===== src/rtl/brew_sequencer_if.sv =====
// Bus between the drink selector / front panel and the brew sequencer.
// Carries the drink code, start/cancel requests and the actuator and status
// outputs. The clock and reset stay plain ports on the sequencer itself.
interface brew_sequencer_if;
    logic [2:0] Brew_code;
    logic       Brew_start;
    logic       Brew_cancel;
    logic       Brew_heater;
    logic       Brew_water;
    logic       Brew_milk;
    logic       Brew_busy;
    logic       Brew_done;
    logic [2:0] Brew_state;

    // Controller side: issues requests, observes actuators and status.
    modport master (
        output Brew_code, Brew_start, Brew_cancel,
        input  Brew_heater, Brew_water, Brew_milk, Brew_busy, Brew_done, Brew_state
    );

    // Sequencer side.
    modport slave (
        input  Brew_code, Brew_start, Brew_cancel,
        output Brew_heater, Brew_water, Brew_milk, Brew_busy, Brew_done, Brew_state
    );
endinterface


===== src/rtl/brew_sequencer.sv =====
// Timed brew sequencer: heat -> water -> (optional milk) -> done pulse.
// A start with code bit0 set latches the milk flag (code bit2) and runs each
// phase for its *_CYCLES count using one shared down-counter.
// Optional feature macro: BREW_CANCEL_EN -- when defined, Brew_cancel aborts
// an active phase straight back to IDLE with no done pulse; when undefined the
// cancel input is ignored.
module brew_sequencer #(
    parameter int CNT_W        = 8,
    parameter int HEAT_CYCLES  = 20,
    parameter int WATER_CYCLES = 40,
    parameter int MILK_CYCLES  = 15
) (
    input  logic               Brew_clk,
    input  logic               Brew_rst,
    brew_sequencer_if.slave    bus
);

    typedef enum logic [2:0] {
        S_IDLE  = 3'd0,
        S_HEAT  = 3'd1,
        S_WATER = 3'd2,
        S_MILK  = 3'd3,
        S_DONE  = 3'd4
    } state_t;

    // Counter reload values: a phase of N cycles counts N-1 down to 0.
    localparam logic [CNT_W-1:0] HEAT_LD  = CNT_W'(HEAT_CYCLES - 1);
    localparam logic [CNT_W-1:0] WATER_LD = CNT_W'(WATER_CYCLES - 1);
    localparam logic [CNT_W-1:0] MILK_LD  = CNT_W'(MILK_CYCLES - 1);

    state_t           r_state;
    logic [CNT_W-1:0] r_cnt;
    logic             r_milk;

    state_t           w_state_nxt;
    logic [CNT_W-1:0] w_cnt_nxt;
    logic             w_milk_nxt;
    logic             w_cnt_zero;
    logic             w_unused;

    assign w_cnt_zero = (r_cnt == '0);

`ifdef BREW_CANCEL_EN
    assign w_unused = bus.Brew_code[1];
`else
    assign w_unused = ^{bus.Brew_code[1], bus.Brew_cancel};
`endif

    // State, phase counter and milk flag registers; reset overrides everything.
    always_ff @(posedge Brew_clk) begin
        if (Brew_rst) begin
            r_state <= S_IDLE;
            r_cnt   <= '0;
            r_milk  <= 1'b0;
        end else begin
            r_state <= w_state_nxt;
            r_cnt   <= w_cnt_nxt;
            r_milk  <= w_milk_nxt;
        end
    end

    // Next-state and counter/flag update; counter only decrements while nonzero.
    always_comb begin
        w_state_nxt = r_state;
        w_cnt_nxt   = r_cnt;
        w_milk_nxt  = r_milk;
        case (r_state)
            S_IDLE: begin
                if (bus.Brew_start && bus.Brew_code[0]) begin
                    w_state_nxt = S_HEAT;
                    w_cnt_nxt   = HEAT_LD;
                    w_milk_nxt  = bus.Brew_code[2];
                end
            end
            S_HEAT: begin
                if (w_cnt_zero) begin
                    w_state_nxt = S_WATER;
                    w_cnt_nxt   = WATER_LD;
                end else begin
                    w_cnt_nxt = r_cnt - 1'b1;
                end
            end
            S_WATER: begin
                if (w_cnt_zero) begin
                    if (r_milk) begin
                        w_state_nxt = S_MILK;
                        w_cnt_nxt   = MILK_LD;
                    end else begin
                        w_state_nxt = S_DONE;
                    end
                end else begin
                    w_cnt_nxt = r_cnt - 1'b1;
                end
            end
            S_MILK: begin
                if (w_cnt_zero) w_state_nxt = S_DONE;
                else            w_cnt_nxt   = r_cnt - 1'b1;
            end
            S_DONE: begin
                w_state_nxt = S_IDLE;
                w_milk_nxt  = 1'b0;
            end
            default: begin
                // Unreachable encodings fall back to a clean IDLE.
                w_state_nxt = S_IDLE;
                w_cnt_nxt   = '0;
                w_milk_nxt  = 1'b0;
            end
        endcase
`ifdef BREW_CANCEL_EN
        if (bus.Brew_cancel &&
            (r_state == S_HEAT || r_state == S_WATER || r_state == S_MILK)) begin
            w_state_nxt = S_IDLE;
            w_cnt_nxt   = '0;
            w_milk_nxt  = 1'b0;
        end
`endif
    end

    // Moore output decode from the registered state; one actuator at a time.
    always_comb begin
        bus.Brew_heater = 1'b0;
        bus.Brew_water  = 1'b0;
        bus.Brew_milk   = 1'b0;
        bus.Brew_done   = 1'b0;
        bus.Brew_busy   = (r_state != S_IDLE);
        bus.Brew_state  = r_state;
        case (r_state)
            S_HEAT:  bus.Brew_heater = 1'b1;
            S_WATER: bus.Brew_water  = 1'b1;
            S_MILK:  bus.Brew_milk   = 1'b1;
            S_DONE:  bus.Brew_done   = 1'b1;
            default: ;
        endcase
    end

endmodule


===== src/flat_wrapper.sv =====
// flat-port wrapper written by rule: the top's interface ports become plain ports
module brew_sequencer_flat 
#(
    parameter int CNT_W        = 8,
    parameter int HEAT_CYCLES  = 20,
    parameter int WATER_CYCLES = 40,
    parameter int MILK_CYCLES  = 15
)
  (Brew_clk, Brew_rst, bus_Brew_code, bus_Brew_start, bus_Brew_cancel, bus_Brew_heater, bus_Brew_water, bus_Brew_milk, bus_Brew_busy, bus_Brew_done, bus_Brew_state);
  brew_sequencer_if bus_i ();
  input  logic Brew_clk;
  input  logic Brew_rst;
  input wire logic [$bits(bus_i.Brew_code)-1:0] bus_Brew_code;
  input wire logic [$bits(bus_i.Brew_start)-1:0] bus_Brew_start;
  input wire logic [$bits(bus_i.Brew_cancel)-1:0] bus_Brew_cancel;
  output wire logic [$bits(bus_i.Brew_heater)-1:0] bus_Brew_heater;
  output wire logic [$bits(bus_i.Brew_water)-1:0] bus_Brew_water;
  output wire logic [$bits(bus_i.Brew_milk)-1:0] bus_Brew_milk;
  output wire logic [$bits(bus_i.Brew_busy)-1:0] bus_Brew_busy;
  output wire logic [$bits(bus_i.Brew_done)-1:0] bus_Brew_done;
  output wire logic [$bits(bus_i.Brew_state)-1:0] bus_Brew_state;
  assign bus_i.Brew_code = bus_Brew_code;
  assign bus_i.Brew_start = bus_Brew_start;
  assign bus_i.Brew_cancel = bus_Brew_cancel;
  assign bus_Brew_heater = bus_i.Brew_heater;
  assign bus_Brew_water = bus_i.Brew_water;
  assign bus_Brew_milk = bus_i.Brew_milk;
  assign bus_Brew_busy = bus_i.Brew_busy;
  assign bus_Brew_done = bus_i.Brew_done;
  assign bus_Brew_state = bus_i.Brew_state;
  brew_sequencer #(.CNT_W(CNT_W), .HEAT_CYCLES(HEAT_CYCLES), .WATER_CYCLES(WATER_CYCLES), .MILK_CYCLES(MILK_CYCLES)) u_core (.Brew_clk(Brew_clk), .Brew_rst(Brew_rst), .bus(bus_i));
endmodule

===== config.mk =====
export PLATFORM = sky130hd
export DESIGN_NAME = brew_sequencer_flat
export DESIGN_NICKNAME = d
export VERILOG_FILES = /design/src/rtl/brew_sequencer_if.sv /design/src/rtl/brew_sequencer.sv /design/src/flat_wrapper.sv
export SDC_FILE = /design/constraint.sdc
export NUM_CORES = 1
export LEC_CHECK = 0
export CAP_MARGIN = 20
export CELL_PAD_IN_SITES_DETAIL_PLACEMENT = 1
export CELL_PAD_IN_SITES_GLOBAL_PLACEMENT = 2
export CORE_MARGIN = 3
export CORE_UTILIZATION = 29
export DETAILED_ROUTE_END_ITERATION = 6
export GPL_TIMING_DRIVEN = 1
export PLACE_DENSITY = 0.83
export SYNTH_ARGS = -nofsm -noshare
export SYNTH_HDL_FRONTEND = slang
export SYNTH_SLANG_ARGS = --single-unit

===== constraint.sdc =====
create_clock -name Brew_clk -period 1.9 [get_ports Brew_clk]
set_input_delay 0.19 -clock Brew_clk [delete_from_list [all_inputs] [get_ports Brew_clk]]
set_output_delay 0.19 -clock Brew_clk [all_outputs]
set_load 0.01 [all_outputs]

==> impl_metrics.toml <==
[grt]
antenna_found_initial = 0
use_met2 = 0.235
grt_max_degree = 13
grt_overflow = 0
grtUsageTotal = 0.142
use_met1 = 0.185
grt-busiest-layer = "met2"
grt_pass1_vias = 771
grt_first_pass_wirelength_mm = 3.66
met3_usage = 0.0356

[min_path]
hold_class = "reg -> reg"

[routing]
wirelength_mm = 2.05
vias_per_cell = 5.23
first_pass_iters = 2
drc = 0
wl_per_cell_um = 14.6
vias = 737
drt_iter0_markers = 21
drtAntennaViolNets = 0

[floorplan]
row_count = 18
core_um2 = 2500
start_util = 0.310
die-area_um2 = 3330
die_x_um = 57.7
io_pins = 15
die_y_um = 57.7

[synthesis]
seq_area_frac_synth = 0.310
netlist_area_um2 = 774
ys_warn_count = 0
avgSynthCellArea_um2 = 8.33
ys_types = 41
syn-instance-count = 93
synth_flop_cell = "dfxtp_1"
ys_seq_elements = 12
async_flop_share = 0
syn-num-nets = 101
synth_edf_count = 0

[worst_setup_path]
critical_path_class = "reg -> out"
start_kind = "flop"
cp_top_family = "buffers and inverters"
path_cells = "buf_4 -> and3b_1 -> clkdlybuf4s50_1"
crit_buf_inv = 2
cp-end-kind = "primary output"
cpMaxStageDelayCell = "clkdlybuf4s50_1"
cpPeakStageDelay_ns = 0.52
worst_ep_required_time_ns = 1.71
critPathMaxFanout = 10
critical_path_arrival_ns = 1.56

[layout]
area_delta_synth_final_pct = 30.0
layout_common_cells = "10 x clkdlybuf4s50_1, 9 x nor2_1, 8 x a21oi_1, 8 x dfxtp_1"
multiInputGateArea_um2 = 510
diodes = 0
fillers = 308
drive_gt1_frac = 0.198
layout_commonest_cell = "clkdlybuf4s50_1"
nets = 120
final-seq-area_um2 = 245

[timing]
final-setup-viol-count = 0
fin_crit_ns = 1.75
tightestPinTransition_ns = 0.511
clock_skew_ns = 0.00733
relSlewSlack = 0.656
rsz0062_at_grt = "no"
fin_setup_tns_ns = 0
layout_setup_ws_ns = 0.153
fmaxAchievable_mhz = 572
slew_viol_final = 0
post-route-period-util = 0.920
hold_viol = 0

[power_and_ir_drop]
p_per_area_nw_per_um2 = 1620
leakagePower_nw = 0.418
peakVddDrop_mv = 0.722

[clock_tree]
cts_sinks = 12
path_clk_slew_ns = 0.09
clockBufferDepth = 2
cts_tree = "yes"
htreeDepth = 1
post-cts-setup-buffers = 0
insertion_delay_ns = 0.28
root_buffer = "clkbuf_4"
cts_buffers = 3

[place]
io_buffers = 12
post-dp-hpwl_mm = 1.57
pre_cts_slack_ns = 0.145
place_congestion = 0.715

[status]
status = "finished clean"

[run]
drv_cap = 0
==> cell families (layout without fill, tap and decap cells) <==
group	Yosys count	after routing	share of synthesized area
compound gates	28	28	0.241
xor+xnor	2	2	0.0226
fa+ha+maj	2	2	0.0307
buf+inv	7	25	0.0339
flops	12	12	0.310
mux	2	2	0.0258
simple gates	40	40	0.336
==> worst register-to-register path, stage by stage (launching register included) <==
cell and delay, ns:
dfxtp_1 0.37, nor4_4 0.43, nand3_4 0.20, nor2_1 0.26, nor4_2 0.13, a32o_1 0.24
==> flip-flops by register name, indices dropped and copies added, names as in the netlist <==
| signal | count |
|---|---|
| u_core.r_milk | 1 |
| u_core.r_cnt | 8 |
| u_core.bus.Brew_state | 3 |
==> Yosys cell counts, drive strengths merged, types with 3 or more instances <==
library cell | number | area (µm²)
nor2 | 10 | 37.5
nor3b | 4 | 30.0
clkbuf | 4 | 15.0
dfxtp | 12 | 240
a22o | 3 | 27.5
nor4 | 4 | 46.3
a21oi | 8 | 40.0
nand2 | 5 | 18.8
nor3 | 4 | 20.0
o21ai | 7 | 38.8
inv | 3 | 11.3
==> per-stage QoR <==
step                total power [mW]   util  cells  cell area [µm²]  hold slack, ns
floorplan                       1.12      -     93              774           0.385
global placement                1.40  0.385    137              962           0.498
detailed placement              1.43  0.385    137              962           0.510
CTS                             1.65  0.400    141             1000           0.523
global route                    1.81  0.403    141             1010           0.552
finish                          1.63  0.403    141             1010           0.527
==> per-layer routing <==
metal  wire (µm)  vias to the layer above
li1            -                      380
met1         973                      344
met2        1010                       11
met3          60                        2
met4           9                        0
met5           0                        -
==> power breakdown <==
group / switching [mW] / total (mW) / internal [mW]
clock: 0.0938 / 0.210 / 0.116
sequential: 0.107 / 0.434 / 0.327
combinational: 0.516 / 0.984 / 0.468
total: 0.717 / 1.63 / 0.911
==> layout make-up <==
class / count / share of cell area
Sequential cell: 12 / 0.243
Timing Repair Buffer: 18 / 0.165
Multi-Input combinational cell: 74 / 0.507
Clock buffer: 4 / 0.0360
Inverter: 3 / 0.0112
Tap cell: 30 / 0.0373
==> final timing paths <==
check                          to  slack (ns)  depth (start not counted)                startpoint
setup / recovery    bus_Brew_milk        0.15                          3  u_core.bus.Brew_state[1]
hold reg to reg   u_core.r_cnt[6]        0.53                          2           u_core.r_cnt[6]
hold / removal    u_core.r_cnt[6]        0.53                          2           u_core.r_cnt[6]
setup reg to reg  u_core.r_cnt[5]        0.18                          5           u_core.r_cnt[2]
==> what timing repair did <==
| item | 4_1_cts | 5_1_grt |
|---|---|---|
| setup endpoints to repair | 3 | 2 |
| cloned | 0 | 0 |
| pin swaps | 0 | 0 |
| hold buffers | 0 | 0 |
| resized for setup | 3 | 4 |
(Power assumes the default switching activity.)
